==> src/rtl/mem_bank_be_if.sv <==
// Request/response bundle for mem_bank_be: write and read request ports,
// read response, and the clear-engine control/status pair.
interface mem_bank_be_if #(
    parameter int ADDR_WIDTH = 4,
    parameter int DATA_WIDTH = 16
);
    localparam int NBYTES = DATA_WIDTH / 8;

    logic                  wr_valid;
    logic [ADDR_WIDTH-1:0] wr_addr;
    logic [DATA_WIDTH-1:0] wr_data;
    logic [NBYTES-1:0]     wr_be;
    logic                  rd_valid;
    logic [ADDR_WIDTH-1:0] rd_addr;
    logic                  req_ready;
    logic                  rsp_valid;
    logic [DATA_WIDTH-1:0] rsp_rdata;
    logic                  clear_start;
    logic                  init_busy;

    modport master (
        output wr_valid, wr_addr, wr_data, wr_be,
        output rd_valid, rd_addr, clear_start,
        input  req_ready, rsp_valid, rsp_rdata, init_busy
    );

    modport slave (
        input  wr_valid, wr_addr, wr_data, wr_be,
        input  rd_valid, rd_addr, clear_start,
        output req_ready, rsp_valid, rsp_rdata, init_busy
    );
endinterface

==> src/rtl/mem_bank_be.sv <==
// Byte-enable scratch memory with separate write/read request ports, a
// configurable-latency read pipeline and a sequential clear engine.
module mem_bank_be #(
    parameter int ADDR_WIDTH = 4,
    parameter int DATA_WIDTH = 16,
    parameter int RD_LATENCY = 1,
    parameter int RDW_MODE   = 0
) (
    input  logic            clk,
    input  logic            reset,
    mem_bank_be_if.slave    bus
);
    localparam int DEPTH  = 2 ** ADDR_WIDTH;
    localparam int NBYTES = DATA_WIDTH / 8;

    typedef enum logic {
        ST_CLEAR = 1'b0,
        ST_IDLE  = 1'b1
    } state_t;

    function automatic logic [DATA_WIDTH-1:0] merge_bytes(
        input logic [DATA_WIDTH-1:0] old_word,
        input logic [DATA_WIDTH-1:0] new_word,
        input logic [NBYTES-1:0]     be
    );
        logic [DATA_WIDTH-1:0] res;
        res = old_word;
        for (int i = 0; i < NBYTES; i++) begin
            if (be[i]) res[8*i +: 8] = new_word[8*i +: 8];
        end
        return res;
    endfunction

    state_t                state_q, state_d;
    logic [ADDR_WIDTH-1:0] clr_cnt_q, clr_cnt_d;
    logic [DATA_WIDTH-1:0] mem_q [DEPTH];

    logic                  busy;
    logic                  wr_acc;
    logic                  rd_acc;
    logic [DATA_WIDTH-1:0] merged_word;
    logic [DATA_WIDTH-1:0] rd_word;
    logic                  mem_we;
    logic [ADDR_WIDTH-1:0] mem_idx;
    logic [DATA_WIDTH-1:0] mem_wdata;

    logic                  vld_q   [RD_LATENCY];
    logic                  vld_d   [RD_LATENCY];
    logic [DATA_WIDTH-1:0] pdata_q [RD_LATENCY];
    logic [DATA_WIDTH-1:0] pdata_d [RD_LATENCY];

    always_comb begin
        busy        = (state_q == ST_CLEAR);
        wr_acc      = bus.wr_valid && !busy;
        rd_acc      = bus.rd_valid && !busy;
        merged_word = merge_bytes(mem_q[bus.wr_addr], bus.wr_data, bus.wr_be);

        // Write-first forwards the merged word only on a true same-address collision
        rd_word = mem_q[bus.rd_addr];
        if (RDW_MODE == 1 && wr_acc && (bus.wr_addr == bus.rd_addr)) begin
            rd_word = merged_word;
        end

        mem_we    = 1'b0;
        mem_idx   = bus.wr_addr;
        mem_wdata = merged_word;
        if (!reset) begin
            if (busy) begin
                mem_we    = 1'b1;
                mem_idx   = clr_cnt_q;
                mem_wdata = '0;
            end else if (wr_acc) begin
                mem_we = 1'b1;
            end
        end
    end

    always_comb begin
        state_d   = state_q;
        clr_cnt_d = clr_cnt_q;
        case (state_q)
            ST_CLEAR: begin
                clr_cnt_d = clr_cnt_q + ADDR_WIDTH'(1);
                if (&clr_cnt_q) state_d = ST_IDLE;
            end
            ST_IDLE: begin
                if (bus.clear_start) begin
                    state_d   = ST_CLEAR;
                    clr_cnt_d = '0;
                end
            end
            default: state_d = ST_CLEAR;
        endcase
    end

    always_ff @(posedge clk) begin
        if (reset) begin
            state_q   <= ST_CLEAR;
            clr_cnt_q <= '0;
        end else begin
            state_q   <= state_d;
            clr_cnt_q <= clr_cnt_d;
        end
    end

    always_ff @(posedge clk) begin
        if (mem_we) mem_q[mem_idx] <= mem_wdata;
    end

    // Read pipeline: data stages load only with a valid, so the last stage holds
    always_comb begin
        vld_d[0]   = rd_acc;
        pdata_d[0] = rd_acc ? rd_word : pdata_q[0];
        for (int i = 1; i < RD_LATENCY; i++) begin
            vld_d[i]   = vld_q[i-1];
            pdata_d[i] = vld_q[i-1] ? pdata_q[i-1] : pdata_q[i];
        end
    end

    always_ff @(posedge clk) begin
        for (int i = 0; i < RD_LATENCY; i++) begin
            vld_q[i]   <= reset ? 1'b0 : vld_d[i];
            pdata_q[i] <= pdata_d[i];
        end
        if (reset) pdata_q[RD_LATENCY-1] <= '0;
    end

    assign bus.req_ready = !busy;
    assign bus.init_busy = busy;
    assign bus.rsp_valid = vld_q[RD_LATENCY-1];
    assign bus.rsp_rdata = pdata_q[RD_LATENCY-1];
endmodule

==> src/flat_wrapper.sv <==
// flat-port wrapper written by rule: the top's interface ports become plain ports
module mem_bank_be_flat 
#(
    parameter int ADDR_WIDTH = 4,
    parameter int DATA_WIDTH = 16,
    parameter int RD_LATENCY = 1,
    parameter int RDW_MODE   = 0
)
  (clk, reset, bus_wr_valid, bus_wr_addr, bus_wr_data, bus_wr_be, bus_rd_valid, bus_rd_addr, bus_clear_start, bus_req_ready, bus_rsp_valid, bus_rsp_rdata, bus_init_busy);
  mem_bank_be_if #(.ADDR_WIDTH(ADDR_WIDTH), .DATA_WIDTH(DATA_WIDTH)) bus_i ();
  input  logic clk;
  input  logic reset;
  input wire logic [$bits(bus_i.wr_valid)-1:0] bus_wr_valid;
  input wire logic [$bits(bus_i.wr_addr)-1:0] bus_wr_addr;
  input wire logic [$bits(bus_i.wr_data)-1:0] bus_wr_data;
  input wire logic [$bits(bus_i.wr_be)-1:0] bus_wr_be;
  input wire logic [$bits(bus_i.rd_valid)-1:0] bus_rd_valid;
  input wire logic [$bits(bus_i.rd_addr)-1:0] bus_rd_addr;
  input wire logic [$bits(bus_i.clear_start)-1:0] bus_clear_start;
  output wire logic [$bits(bus_i.req_ready)-1:0] bus_req_ready;
  output wire logic [$bits(bus_i.rsp_valid)-1:0] bus_rsp_valid;
  output wire logic [$bits(bus_i.rsp_rdata)-1:0] bus_rsp_rdata;
  output wire logic [$bits(bus_i.init_busy)-1:0] bus_init_busy;
  assign bus_i.wr_valid = bus_wr_valid;
  assign bus_i.wr_addr = bus_wr_addr;
  assign bus_i.wr_data = bus_wr_data;
  assign bus_i.wr_be = bus_wr_be;
  assign bus_i.rd_valid = bus_rd_valid;
  assign bus_i.rd_addr = bus_rd_addr;
  assign bus_i.clear_start = bus_clear_start;
  assign bus_req_ready = bus_i.req_ready;
  assign bus_rsp_valid = bus_i.rsp_valid;
  assign bus_rsp_rdata = bus_i.rsp_rdata;
  assign bus_init_busy = bus_i.init_busy;
  mem_bank_be #(.ADDR_WIDTH(ADDR_WIDTH), .DATA_WIDTH(DATA_WIDTH), .RD_LATENCY(RD_LATENCY), .RDW_MODE(RDW_MODE)) u_core (.clk(clk), .reset(reset), .bus(bus_i));
endmodule
==> config.mk <==
export PLATFORM = sky130hd
export DESIGN_NAME = mem_bank_be_flat
export DESIGN_NICKNAME = d
export VERILOG_FILES = /design/src/rtl/mem_bank_be_if.sv /design/src/rtl/mem_bank_be.sv /design/src/flat_wrapper.sv
export SDC_FILE = /design/constraint.sdc
export NUM_CORES = 1
export LEC_CHECK = 0
export BUFFER_PORTS_ARGS = -buffer_cell sky130_fd_sc_hd__buf_2
export CAP_MARGIN = 20
export CELL_PAD_IN_SITES_DETAIL_PLACEMENT = 1
export CELL_PAD_IN_SITES_GLOBAL_PLACEMENT = 1
export CORE_MARGIN = 5
export CORE_UTILIZATION = 59
export CTS_BUF_LIST = sky130_fd_sc_hd__clkbuf_8
export DETAILED_ROUTE_END_ITERATION = 7
export PLACE_DENSITY_LB_ADDON = 0.1
export RECOVER_POWER = 100
export SLEW_MARGIN = 15
export SYNTH_ARGS = -nofsm -noshare
export SYNTH_HDL_FRONTEND = slang
export SYNTH_SLANG_ARGS = --single-unit
export TNS_END_PERCENT = 30
==> constraint.sdc <==
create_clock -name clk -period 5.1 [get_ports clk]
set_input_delay 0.255 -clock clk [delete_from_list [all_inputs] [get_ports clk]]
set_output_delay 0.255 -clock clk [all_outputs]
set_load 0.02 [all_outputs]
==> metrics.log, run 1 <==
INFO  metric final_min_period_over_clock_period = 0.727
INFO  metric synthDominantCellAreaShare = 0.600
INFO  metric post_synth.cell_area_avg = 16.3 um^2
INFO  metric clock-skew-final = 30.3 ps
INFO  metric syn-instance-count = 788
INFO  metric period_minus_slack = 3710 ps
INFO  metric setup_slack = 1390 ps
INFO  metric post_synth_main_area_contributors = sky130_fd_sc_hd__edfxtp_1 60%, sky130_fd_sc_hd__mux2i_1 11%, sky130_fd_sc_hd__mux4_2 11%
INFO  metric whs = 21.8 ps
INFO  metric placementRows = 54
INFO  metric fmaxAchievable = 0.270 GHz
INFO  metric cts.hold.buffers_added = 0
INFO  metric cts_h_tree_depth = 2
INFO  metric met3_wire_len = 2.74 mm
INFO  metric maxUsedRoutingLayer = met4
INFO  metric nNetsFinal = 885
INFO  metric antennaDiodeCount = 0
INFO  metric grt_start_max_net_pins = 86
INFO  metric count_of_boundary_i_o_pins = 50
INFO  metric cp_top_family = simple AND/OR/NAND/NOR gates
INFO  metric path_buf_inv = 1
INFO  metric synth_cell_type_count = 37
INFO  metric largest_vdd_supply_drop = 302 uV
INFO  metric hold_violations = 0
INFO  metric failing_checks = capacitance limit, slew limit
INFO  metric drt-initial-drc-count = 836
INFO  metric critical_path_required = 5250 ps
INFO  metric wirelength = 37.4 mm
INFO  metric setup-tns-final = 0 ps
INFO  metric synth.net_count = 820
INFO  metric share_of_async_settable_or_async_resettable_flops_after_synthesis = 0
INFO  metric setup_repair_after_global_routing_missed_its_margin = no
INFO  metric root_buffer = sky130_fd_sc_hd__clkbuf_8
INFO  metric wire_per_inst = 32.0 um
INFO  metric clock_tree_from_tritoncts = yes
INFO  metric cts.repair_timing.setup_buffer_count = 0
INFO  metric grt_first_pass_wirelength = 54.5 mm
INFO  metric critical_path.max_stage_delay = 850 ps
INFO  metric cts_max_path_buffers = 3
INFO  metric gr-usage-all-layers = 0.304
INFO  metric yosysTopAreaCell = sky130_fd_sc_hd__edfxtp_1
INFO  metric max_cap_viols = 9
INFO  metric numCtsBuffers = 45
INFO  metric reg2reg_slack = 1390 ps
INFO  metric vias = 8084
INFO  metric half_perimeter_wire_length_of_the_detailed_placement_result = 22.3 mm
INFO  metric layout-area-overhead-vs-synth = 10.7%
INFO  metric worst_skew_pair.late_latency = 550 ps
INFO  metric power_density = 345 nW/um^2
INFO  metric master_of_the_slowest_instance_on_the_critical_path = sky130_fd_sc_hd__clkbuf_1
INFO  metric timing.max_slew.rel_slack = -0.114
INFO  metric start_util = 0.593
INFO  metric cp-end-kind = flop
INFO  metric die-area = 24800 um^2
INFO  metric ys_ff_latch = 278
INFO  metric route.detailed.drc = 0
INFO  metric post_drt_via_cell_ratio = 6.92
INFO  metric first_global_vias = 8644
INFO  metric critical_path.startpoint_type = flop
INFO  metric die_y = 157 um
INFO  metric report.power.total = 4.89 mW
INFO  metric io_buffer_count = 49
INFO  metric die_w = 157 um
INFO  metric pre_cts_ws = 1950 ps
INFO  metric result_of_the_run = finished, violations left
INFO  metric yosysSeqAreaShare = 0.634
INFO  metric path_max_fanout = 16
INFO  metric final_layout_size_suffix_gt1_frac = 0.196
INFO  metric synth_enable_flop_cells = 256
INFO  metric tightest_slew = 1670 ps
INFO  metric path_class = flop to flop
INFO  metric number_of_iterations_in_the_first_detailed_routing_pass = 5
INFO  metric synth.most_common_cell = sky130_fd_sc_hd__edfxtp_1
INFO  metric yosys_most_used_dff = sky130_fd_sc_hd__edfxtp_1
INFO  metric grt-ovfl-total = 0
INFO  metric drv_slew = 149
INFO  metric clock-sinks = 278
INFO  metric drt.antenna.violating_nets = 0
INFO  metric clk_pin_slew_worst_paths = 60 ps
INFO  metric antenna_found_initial = 0
INFO  metric met2_length = 19.2 mm
INFO  metric leakagePower = 4.98 nW
INFO  metric timing.hold.worst.class = primary input to flop
INFO  metric netlist_top_cells_count = 256 x sky130_fd_sc_hd__edfxtp_1, 144 x sky130_fd_sc_hd__mux2i_1, 77 x sky130_fd_sc_hd__a22oi_1
INFO  metric wirelength_met1 = 14.2 mm
INFO  metric cp_cell_sequence = or2_0 -> mux2i_1 -> nand2_1 -> nor2_1 -> clkbuf_1
INFO  metric synthesis.yosys.warnings = 0
INFO  metric routability_congestion_estimate = 0.832
INFO  metric synth.cell_area = 12800 um^2
INFO  metric crit_arrival = 3860 ps
INFO  metric coreArea = 21600 um^2
INFO  metric setup-violations-final = 0
INFO  metric number_of_gates_resized_after_cts = 0
## registers in the layout, indices dropped and copies added, names as in the netlist
name / flops
u_core.clr_cnt_q: 4
u_core.mem_q: 256
u_core.bus.req_ready: 1
u_core.vld_q: 1
u_core.pdata_q: 16
## placed cells by master (no fill, tap or decap), drive strengths merged, types with 2 or more instances in the layout
cell type  instances
mux2               3
nor2b              6
buf               42
mux4              64
inv               15
nor3b              2
a22oi             77
mux2i            144
and3               2
a32oi             15
nor2              26
o211ai            16
nand2b             3
a21oi              8
edfxtp           256
or2                2
clkinv            13
dfxtp             22
a2bb2oi            2
and2               3
nand3             18
clkbuf            86
nand2             41
a31oi              2
and3b              2
nor3               4
nand4              4
bufinv             3
## stage by stage
step | utilization | cells | area, um^2
floorplan | - | 788 | 12800
global placement | 0.618 | 1084 | 13400
detailed placement | 0.618 | 1084 | 13400
CTS | 0.660 | 1166 | 14300
global route | 0.656 | 1168 | 14200
finish | 0.656 | 1168 | 14200
## final cells by class
type / count / area (um^2)
Clock buffer: 51 / 702
Clock inverter: 31 / 203
Fill cell: 1938 / 7430
Inverter: 1 / 3.75
Multi-Input combinational cell: 450 / 4410
Sequential cell: 278 / 8130
Tap cell: 280 / 350
Timing Repair Buffer: 77 / 392
## power by group
part	internal (mW)	total, mW	switching, mW
combinational	0.141	0.388	0.247
sequential	2.56	2.58	0.0209
clock	1.06	1.93	0.866
total	3.76	4.89	1.13
## cell families (layout without fill, tap and decap cells)
group                      Yosys count  count (layout)  synth area share
AOI/OAI and AO/OA                  124             124            0.0724
adders and majority gates            1               1          0.000976
buffers and inverters               60             160            0.0237
DFF                                278             278             0.634
muxes                              211             211             0.228
and+or+nand+nor                    114             114            0.0411
## layer usage
layer / global-route usage / up-vias
li1: - / 3376
met3: 0.0588 / 81
met5: 0 / -
met1: 0.392 / 4227
met4: 0.110 / 0
met2: 0.520 / 400
## path summary, 6_finish.rpt
| kind | start | endpoint | cells after the start |
|---|---|---|---|
| setup / recovery | u_core.bus.req_ready$_SDFF_PP0_ | u_core.mem_q[7][9]$_DFFE_PP_ | 5 |
| hold / removal | reset | u_core.clr_cnt_q[1]$_SDFFE_PP0P_ | 2 |
| setup reg to reg | u_core.bus.req_ready$_SDFF_PP0_ | u_core.mem_q[7][9]$_DFFE_PP_ | 5 |
| hold reg to reg | u_core.pdata_q[0][8]$_SDFFE_PP0P_ | u_core.pdata_q[0][8]$_SDFFE_PP0P_ | 2 |
(Power assumes the default switching activity.)
==> run 2: changes to the inputs <==
- CORE_UTILIZATION: 59 -> 55
- clock period: 5.1 -> 3.59 ns (I/O delays scaled with it)
==> metrics.log, run 2 (synthesis results as in run 1) <==
INFO  metric routability_congestion_estimate = 0.873 (was 0.832)
INFO  metric clock-skew-final = 32.2 ps (was 30.3 ps)
INFO  metric largest_reg_flops = 256 (unchanged)
INFO  metric cp_top_family = simple AND/OR/NAND/NOR gates (unchanged)
INFO  metric coreArea = 22800 um^2 (was 21600 um^2)
INFO  metric timing.max_slew.rel_slack = 0.00592 (was -0.114)
INFO  metric power.internal = 5.23 mW (was 3.76 mW)
INFO  metric power_density = 478 nW/um^2 (was 345 nW/um^2)
INFO  metric report.power.total = 6.89 mW (was 4.89 mW)
INFO  metric start_util = 0.563 (was 0.593)
INFO  metric critical_path.startpoint_type = flop (unchanged)
INFO  metric number_of_iterations_in_the_first_detailed_routing_pass = 5 (unchanged)
INFO  metric vias = 8171 (was 8084)
INFO  metric nNetsFinal = 900 (was 885)
INFO  metric wirelength = 39.1 mm (was 37.4 mm)
INFO  metric root_buffer = sky130_fd_sc_hd__clkbuf_8 (unchanged)
INFO  metric pre_cts_ws = 943 ps (was 1950 ps)
INFO  metric grt-ovfl-total = 0 (unchanged)
INFO  metric placementRows = 55 (was 54)
INFO  metric route.detailed.drc = 0 (unchanged)
INFO  metric layout_common_cells = 256 x sky130_fd_sc_hd__edfxtp_1, 144 x sky130_fd_sc_hd__mux2i_1, 77 x sky130_fd_sc_hd__a22oi_1 (unchanged)
INFO  metric cts.repair_timing.setup_buffer_count = 0 (unchanged)
INFO  metric clock-sinks = 278 (unchanged)
INFO  metric post_dp_cell_area = 13600 um^2 (was 13400 um^2)
INFO  metric clock_tree_from_tritoncts = yes (unchanged)
INFO  metric largest_vdd_supply_drop = 436 uV (was 302 uV)
INFO  metric hold_violations = 0 (unchanged)
INFO  metric fmaxAchievable = 0.322 GHz (was 0.270 GHz)
INFO  metric reg2reg_slack = 490 ps (was 1390 ps)
INFO  metric pwr-share-clk = 0.386 (was 0.394)
INFO  metric pwr-share-comb = 0.083 (was 0.079)
INFO  metric critical_path.max_stage_delay = 720 ps (was 850 ps)
INFO  metric gr-usage-all-layers = 0.299 (was 0.304)
INFO  metric critical_path_required = 3800 ps (was 5250 ps)
INFO  metric numCtsBuffers = 46 (was 45)
INFO  metric grt_first_pass_wirelength = 57.4 mm (was 54.5 mm)
INFO  metric period_minus_slack = 3100 ps (was 3710 ps)
INFO  metric clk_pin_slew_worst_paths = 70 ps (was 60 ps)
INFO  metric leakagePower = 5.09 nW (was 4.98 nW)
INFO  metric worst_skew_pair.late_latency = 570 ps (was 550 ps)
INFO  metric setup-violations-final = 0 (unchanged)
INFO  metric final_min_period_over_clock_period = 0.864 (was 0.727)
INFO  metric cts_max_path_buffers = 3 (unchanged)
INFO  metric master_of_the_slowest_instance_on_the_critical_path = sky130_fd_sc_hd__nor2_1 (was sky130_fd_sc_hd__clkbuf_1)
INFO  metric seq_power_share = 0.531 (was 0.526)
INFO  metric cp-end-kind = flop (unchanged)
INFO  metric tightest_slew = 1490 ps (was 1670 ps)
INFO  metric drt.antenna.violating_nets = 0 (unchanged)
INFO  metric filler_cell_count = 2054 (was 1938)
INFO  metric crit_arrival = 3310 ps (was 3860 ps)
INFO  metric p_sw_frac = 0.240 (was 0.232)
INFO  metric reg.largest.list = u_core.mem_q x256, u_core.pdata_q x16, u_core.clr_cnt_q x4 (unchanged)
INFO  metric antennaDiodeCount = 0 (unchanged)
INFO  metric cts_h_tree_depth = 2 (unchanged)
INFO  metric setup_repair_after_global_routing_missed_its_margin = no (unchanged)
INFO  metric drt-initial-drc-count = 858 (was 836)
INFO  metric setup_slack = 487 ps (was 1390 ps)
INFO  metric count_of_boundary_i_o_pins = 50 (unchanged)
INFO  metric grt_start_max_net_pins = 68 (was 86)
INFO  metric path_buf_inv = 1 (unchanged)
INFO  metric die_y = 163 um (was 157 um)
INFO  metric die-area = 26500 um^2 (was 24800 um^2)
INFO  metric antenna_found_initial = 0 (unchanged)
INFO  metric first_global_vias = 8751 (was 8644)
INFO  metric setup-tns-final = 0 ps (unchanged)
INFO  metric register_with_the_most_flip_flops = u_core.mem_q (unchanged)
INFO  metric half_perimeter_wire_length_of_the_detailed_placement_result = 24.2 mm (was 22.3 mm)
INFO  metric post_drt_via_cell_ratio = 6.71 (was 6.92)
INFO  metric layout-area-overhead-vs-synth = 12.4% (was 10.7%)
INFO  metric drv_slew = 0 (was 149)
INFO  metric io_buffer_count = 49 (unchanged)
INFO  metric wire_per_inst = 32.1 um (was 32.0 um)
INFO  metric max_cap_viols = 0 (was 9)
INFO  metric die_w = 163 um (was 157 um)
INFO  metric timing.hold.worst.class = primary input to flop (unchanged)
INFO  metric path_class = flop to flop (unchanged)
INFO  metric cp_cell_sequence = or2_0 -> mux2_1 -> nand2_1 -> nor2_1 -> buf_4 (was or2_0 -> mux2i_1 -> nand2_1 -> nor2_1 -> clkbuf_1)
INFO  metric total_switching_power = 1.65 mW (was 1.13 mW)
INFO  metric final_layout_size_suffix_gt1_frac = 0.224 (was 0.196)
INFO  metric design_area = 14400 um^2 (was 14200 um^2)
INFO  metric path_max_fanout = 16 (unchanged)
INFO  metric mostFrequentLayoutCell = sky130_fd_sc_hd__edfxtp_1 (unchanged)
INFO  metric number_of_gates_resized_after_cts = 0 (unchanged)
INFO  metric result_of_the_run = completed (was finished, violations left)
run 2: what timing repair did:
| action | 4_1_cts | 5_1_grt |
|---|---|---|
| hold buffers | 4 | 0 |
| setup endpoints to repair | 0 | 0 |
| endpoints found under the hold margin | 7 | 0 |
run 2: power groups by stage:
stage               Clock [mW]  Combinational (mW)  Sequential [mW]
floorplan                    0               0.381             3.71
global route              2.89               0.603             3.66
detailed placement           0               0.564             3.72
global placement             0               0.545             3.72
CTS                       2.69               0.571             3.66
finish                    2.66               0.572             3.66
run 2: tightest hold or removal path, cell delays in order:
cell and delay, ps:
sky130_fd_sc_hd__buf_2 100, sky130_fd_sc_hd__nand2b_1 180, sky130_fd_sc_hd__a21oi_1 90
run 2: stage by stage:
| stage | hold slack, ps | utilization | cells |
|---|---|---|---|
| after floorplan | 354 | - | 788 |
| after global placement | 453 | 0.595 | 1129 |
| after detailed placement | 458 | 0.595 | 1129 |
| after CTS | 0.123 | 0.635 | 1218 |
| after global routing | 18.4 | 0.632 | 1218 |
| final | 48.6 | 0.632 | 1218 |
run 2: layout make-up:
type | count | area [um^2] | share of cell area
repair buffers | 91 | 598 | 0.0415
clock inverters | 37 | 209 | 0.0145
clock buffers | 48 | 661 | 0.0459
well taps | 313 | 392 | 0.0272
flip-flops and latches | 278 | 8130 | 0.564
multi-input cells | 450 | 4410 | 0.306
inverters | 1 | 3.75 | 0.000261
run 2: per-layer routing:
layer | up-vias | part of all wire | global-route usage
met3 | 103 | 0.088 | 0.0726
met4 | 0 | 0.039 | 0.109
li1 | 3425 | - | -
met1 | 4220 | 0.38 | 0.391
met2 | 423 | 0.49 | 0.491
met5 | - | 0 | 0
run 2: final timing paths:
kind | start | to | cells after the start
worst max-delay path | u_core.bus.req_ready$_SDFF_PP0_ | u_core.mem_q[12][11]$_DFFE_PP_ | 5
worst min-delay path | bus_clear_start | u_core.bus.req_ready$_SDFF_PP0_ | 3
worst max register to register | u_core.bus.req_ready$_SDFF_PP0_ | u_core.mem_q[12][11]$_DFFE_PP_ | 5
worst min register to register | u_core.pdata_q[0][8]$_SDFFE_PP0P_ | u_core.pdata_q[0][8]$_SDFFE_PP0P_ | 2
==> run 3: changes to the inputs <==
- HOLD_SLACK_MARGIN: not set -> 0.06
==> metrics.log, run 3 (synthesis results as in run 1) <==
INFO  metric layout-area-overhead-vs-synth = 12.4% (about the same)
INFO  metric holdPathStages = 3 (unchanged)
INFO  metric io_buffer_count = 49 (unchanged)
INFO  metric path_max_fanout = 16 (unchanged)
INFO  metric coreArea = 22800 um^2 (unchanged)
INFO  metric cp-end-kind = flop (unchanged)
INFO  metric clock-sinks = 278 (unchanged)
INFO  metric critical_path_required = 3780 ps (was 3800 ps)
INFO  metric crit_arrival = 3270 ps (was 3310 ps)
INFO  metric result_of_the_run = completed (unchanged)
INFO  metric grt_first_pass_wirelength = 57.5 mm (was 57.4 mm)
INFO  metric first_global_vias = 8772 (was 8751)
INFO  metric drt-initial-drc-count = 893 (was 858)
INFO  metric clock-skew-final = 29.8 ps (was 32.2 ps)
INFO  metric setup-violations-final = 0 (unchanged)
INFO  metric clock_tree_from_tritoncts = yes (unchanged)
INFO  metric p_sw_frac = 0.241 (was 0.240)
INFO  metric antenna_found_initial = 0 (unchanged)
INFO  metric root_buffer = sky130_fd_sc_hd__clkbuf_8 (unchanged)
INFO  metric die_w = 163 um (unchanged)
INFO  metric period_minus_slack = 3080 ps (was 3100 ps)
INFO  metric tightest_slew = 1480 ps (was 1490 ps)
INFO  metric pwr-share-clk = 0.386 (about the same)
INFO  metric final_layout_size_suffix_gt1_frac = 0.224 (about the same)
INFO  metric final_min_period_over_clock_period = 0.858 (was 0.864)
INFO  metric register_with_the_most_flip_flops = u_core.mem_q (unchanged)
INFO  metric report.power.total = 6.89 mW (about the same)
INFO  metric reg.largest.list = u_core.mem_q x256, u_core.pdata_q x16, u_core.clr_cnt_q x4 (unchanged)
INFO  metric cts_h_tree_depth = 2 (unchanged)
INFO  metric timing.hold.worst.class = primary input to flop (unchanged)
INFO  metric wire_per_inst = 32.1 um (about the same)
INFO  metric routability_congestion_estimate = 0.873 (unchanged)
INFO  metric nNetsFinal = 901 (was 900)
INFO  metric die_y = 163 um (unchanged)
INFO  metric numCtsBuffers = 46 (unchanged)
INFO  metric count_of_boundary_i_o_pins = 50 (unchanged)
INFO  metric cts.repair_timing.setup_buffer_count = 0 (unchanged)
INFO  metric hold_violations = 0 (unchanged)
INFO  metric power.internal = 5.23 mW (about the same)
INFO  metric cp_top_family = simple AND/OR/NAND/NOR gates (unchanged)
INFO  metric gr-usage-all-layers = 0.299 (about the same)
INFO  metric timing.max_slew.rel_slack = 0.0102 (was 0.00592)
INFO  metric path_class = flop to flop (unchanged)
INFO  metric critical_path.max_stage_delay = 670 ps (was 720 ps)
INFO  metric pre_cts_ws = 943 ps (unchanged)
INFO  metric filler_cell_count = 2053 (was 2054)
INFO  metric route.detailed.drc = 0 (unchanged)
INFO  metric cp_num_cells = 5 (unchanged)
INFO  metric setup_repair_after_global_routing_missed_its_margin = no (unchanged)
INFO  metric setup_slack = 511 ps (was 487 ps)
INFO  metric clk_pin_slew_worst_paths = 70 ps (about the same)
INFO  metric placementRows = 55 (unchanged)
INFO  metric seq_power_share = 0.531 (about the same)
INFO  metric design_area = 14400 um^2 (about the same)
INFO  metric power_density = 478 nW/um^2 (about the same)
INFO  metric largest_vdd_supply_drop = 440 uV (was 436 uV)
INFO  metric largest_reg_flops = 256 (unchanged)
INFO  metric total_switching_power = 1.66 mW (was 1.65 mW)
INFO  metric cp_cell_sequence = or2_0 -> mux2_1 -> nand2_1 -> nor2_2 -> clkbuf_1 (was or2_0 -> mux2_1 -> nand2_1 -> nor2_1 -> buf_4)
INFO  metric half_perimeter_wire_length_of_the_detailed_placement_result = 24.2 mm (unchanged)
INFO  metric grt-ovfl-total = 0 (unchanged)
INFO  metric path_buf_inv = 1 (unchanged)
INFO  metric post_drt_via_cell_ratio = 6.70 (was 6.71)
INFO  metric max_cap_viols = 0 (unchanged)
INFO  metric post_dp_cell_area = 13600 um^2 (unchanged)
INFO  metric master_of_the_slowest_instance_on_the_critical_path = sky130_fd_sc_hd__nor2_2 (was sky130_fd_sc_hd__nor2_1)
INFO  metric wirelength = 39.1 mm (about the same)
INFO  metric layout_common_cells = 256 x sky130_fd_sc_hd__edfxtp_1, 144 x sky130_fd_sc_hd__mux2i_1, 77 x sky130_fd_sc_hd__a22oi_1 (unchanged)
INFO  metric critical_path.startpoint_type = flop (unchanged)
INFO  metric grt_start_max_net_pins = 68 (unchanged)
INFO  metric number_of_iterations_in_the_first_detailed_routing_pass = 5 (unchanged)
INFO  metric antennaDiodeCount = 0 (unchanged)
INFO  metric die-area = 26500 um^2 (unchanged)
INFO  metric start_util = 0.563 (unchanged)
INFO  metric cts_max_path_buffers = 3 (unchanged)
INFO  metric worst_skew_pair.late_latency = 570 ps (about the same)
INFO  metric fmaxAchievable = 0.325 GHz (was 0.322 GHz)
INFO  metric vias = 8172 (was 8171)
INFO  metric drt.antenna.violating_nets = 0 (unchanged)
INFO  metric setup-tns-final = 0 ps (unchanged)
INFO  metric mostFrequentLayoutCell = sky130_fd_sc_hd__edfxtp_1 (unchanged)
INFO  metric drv_slew = 0 (unchanged)
INFO  metric leakagePower = 5.09 nW (about the same)
INFO  metric pwr-share-comb = 0.083 (about the same)
INFO  metric worst_r2r_path_depth = 5 (unchanged)
run 3: through the flow:
| stage | utilization | hold slack [ps] | std cells |
|---|---|---|---|
| floorplan | - | 354 | 788 |
| global placement | 0.595 | 453 | 1129 |
| detailed placement | 0.595 | 458 | 1129 |
| CTS | 0.636 | 250 | 1219 |
| global route | 0.633 | 267 | 1219 |
| finish | 0.633 | 290 | 1219 |
run 3: worst paths after layout:
kind / endpoint / startpoint / slack, ps
worst max-delay path: u_core.mem_q[13][6]$_DFFE_PP_ / u_core.bus.req_ready$_SDFF_PP0_ / 510
worst min-delay path: u_core.pdata_q[0][5]$_SDFFE_PP0P_ / bus_rd_addr[3] / 290
worst max register to register: u_core.mem_q[13][6]$_DFFE_PP_ / u_core.bus.req_ready$_SDFF_PP0_ / 510
worst min register to register: u_core.pdata_q[0][8]$_SDFFE_PP0P_ / u_core.pdata_q[0][8]$_SDFFE_PP0P_ / 470
run 3: routing by layer:
layer,track usage,up-vias,wire length [um]
met5,0,-,0
met4,0.111,0,1460
li1,-,3415,-
met1,0.391,4219,15100
met3,0.0734,102,3390
met2,0.492,436,19200
run 3: timing repair:
item / CTS / global route
endpoints found under the setup margin: 0 / 0
resized for setup: 0 / 0
hold endpoints to repair: 7 / 0
hold buffers: 5 / 0
run 3: layout make-up:
cell class	count	area (um^2)	area share
sequential	278	8130	0.564
multi-input combinational	450	4410	0.306
clock inverter	37	209	0.0145
inverter	1	3.75	0.000260
clock buffer	48	661	0.0458
timing repair buffer	92	608	0.0422
tap	313	392	0.0272
run 3: worst reg2reg max path: stages, from the launching register on:
cell                       delay, ps
sky130_fd_sc_hd__dfxtp_1         630
sky130_fd_sc_hd__or2_0           530
sky130_fd_sc_hd__mux2_1          250
sky130_fd_sc_hd__nand2_1         120
sky130_fd_sc_hd__nor2_2          670
sky130_fd_sc_hd__clkbuf_1        510
run 3: power groups by stage:
stage	logic (mW)	clock network [mW]	registers [mW]
finish	0.575	2.66	3.66
global route	0.604	2.89	3.66
CTS	0.572	2.69	3.66
detailed placement	0.564	0	3.72
global placement	0.545	0	3.72
floorplan	0.381	0	3.71
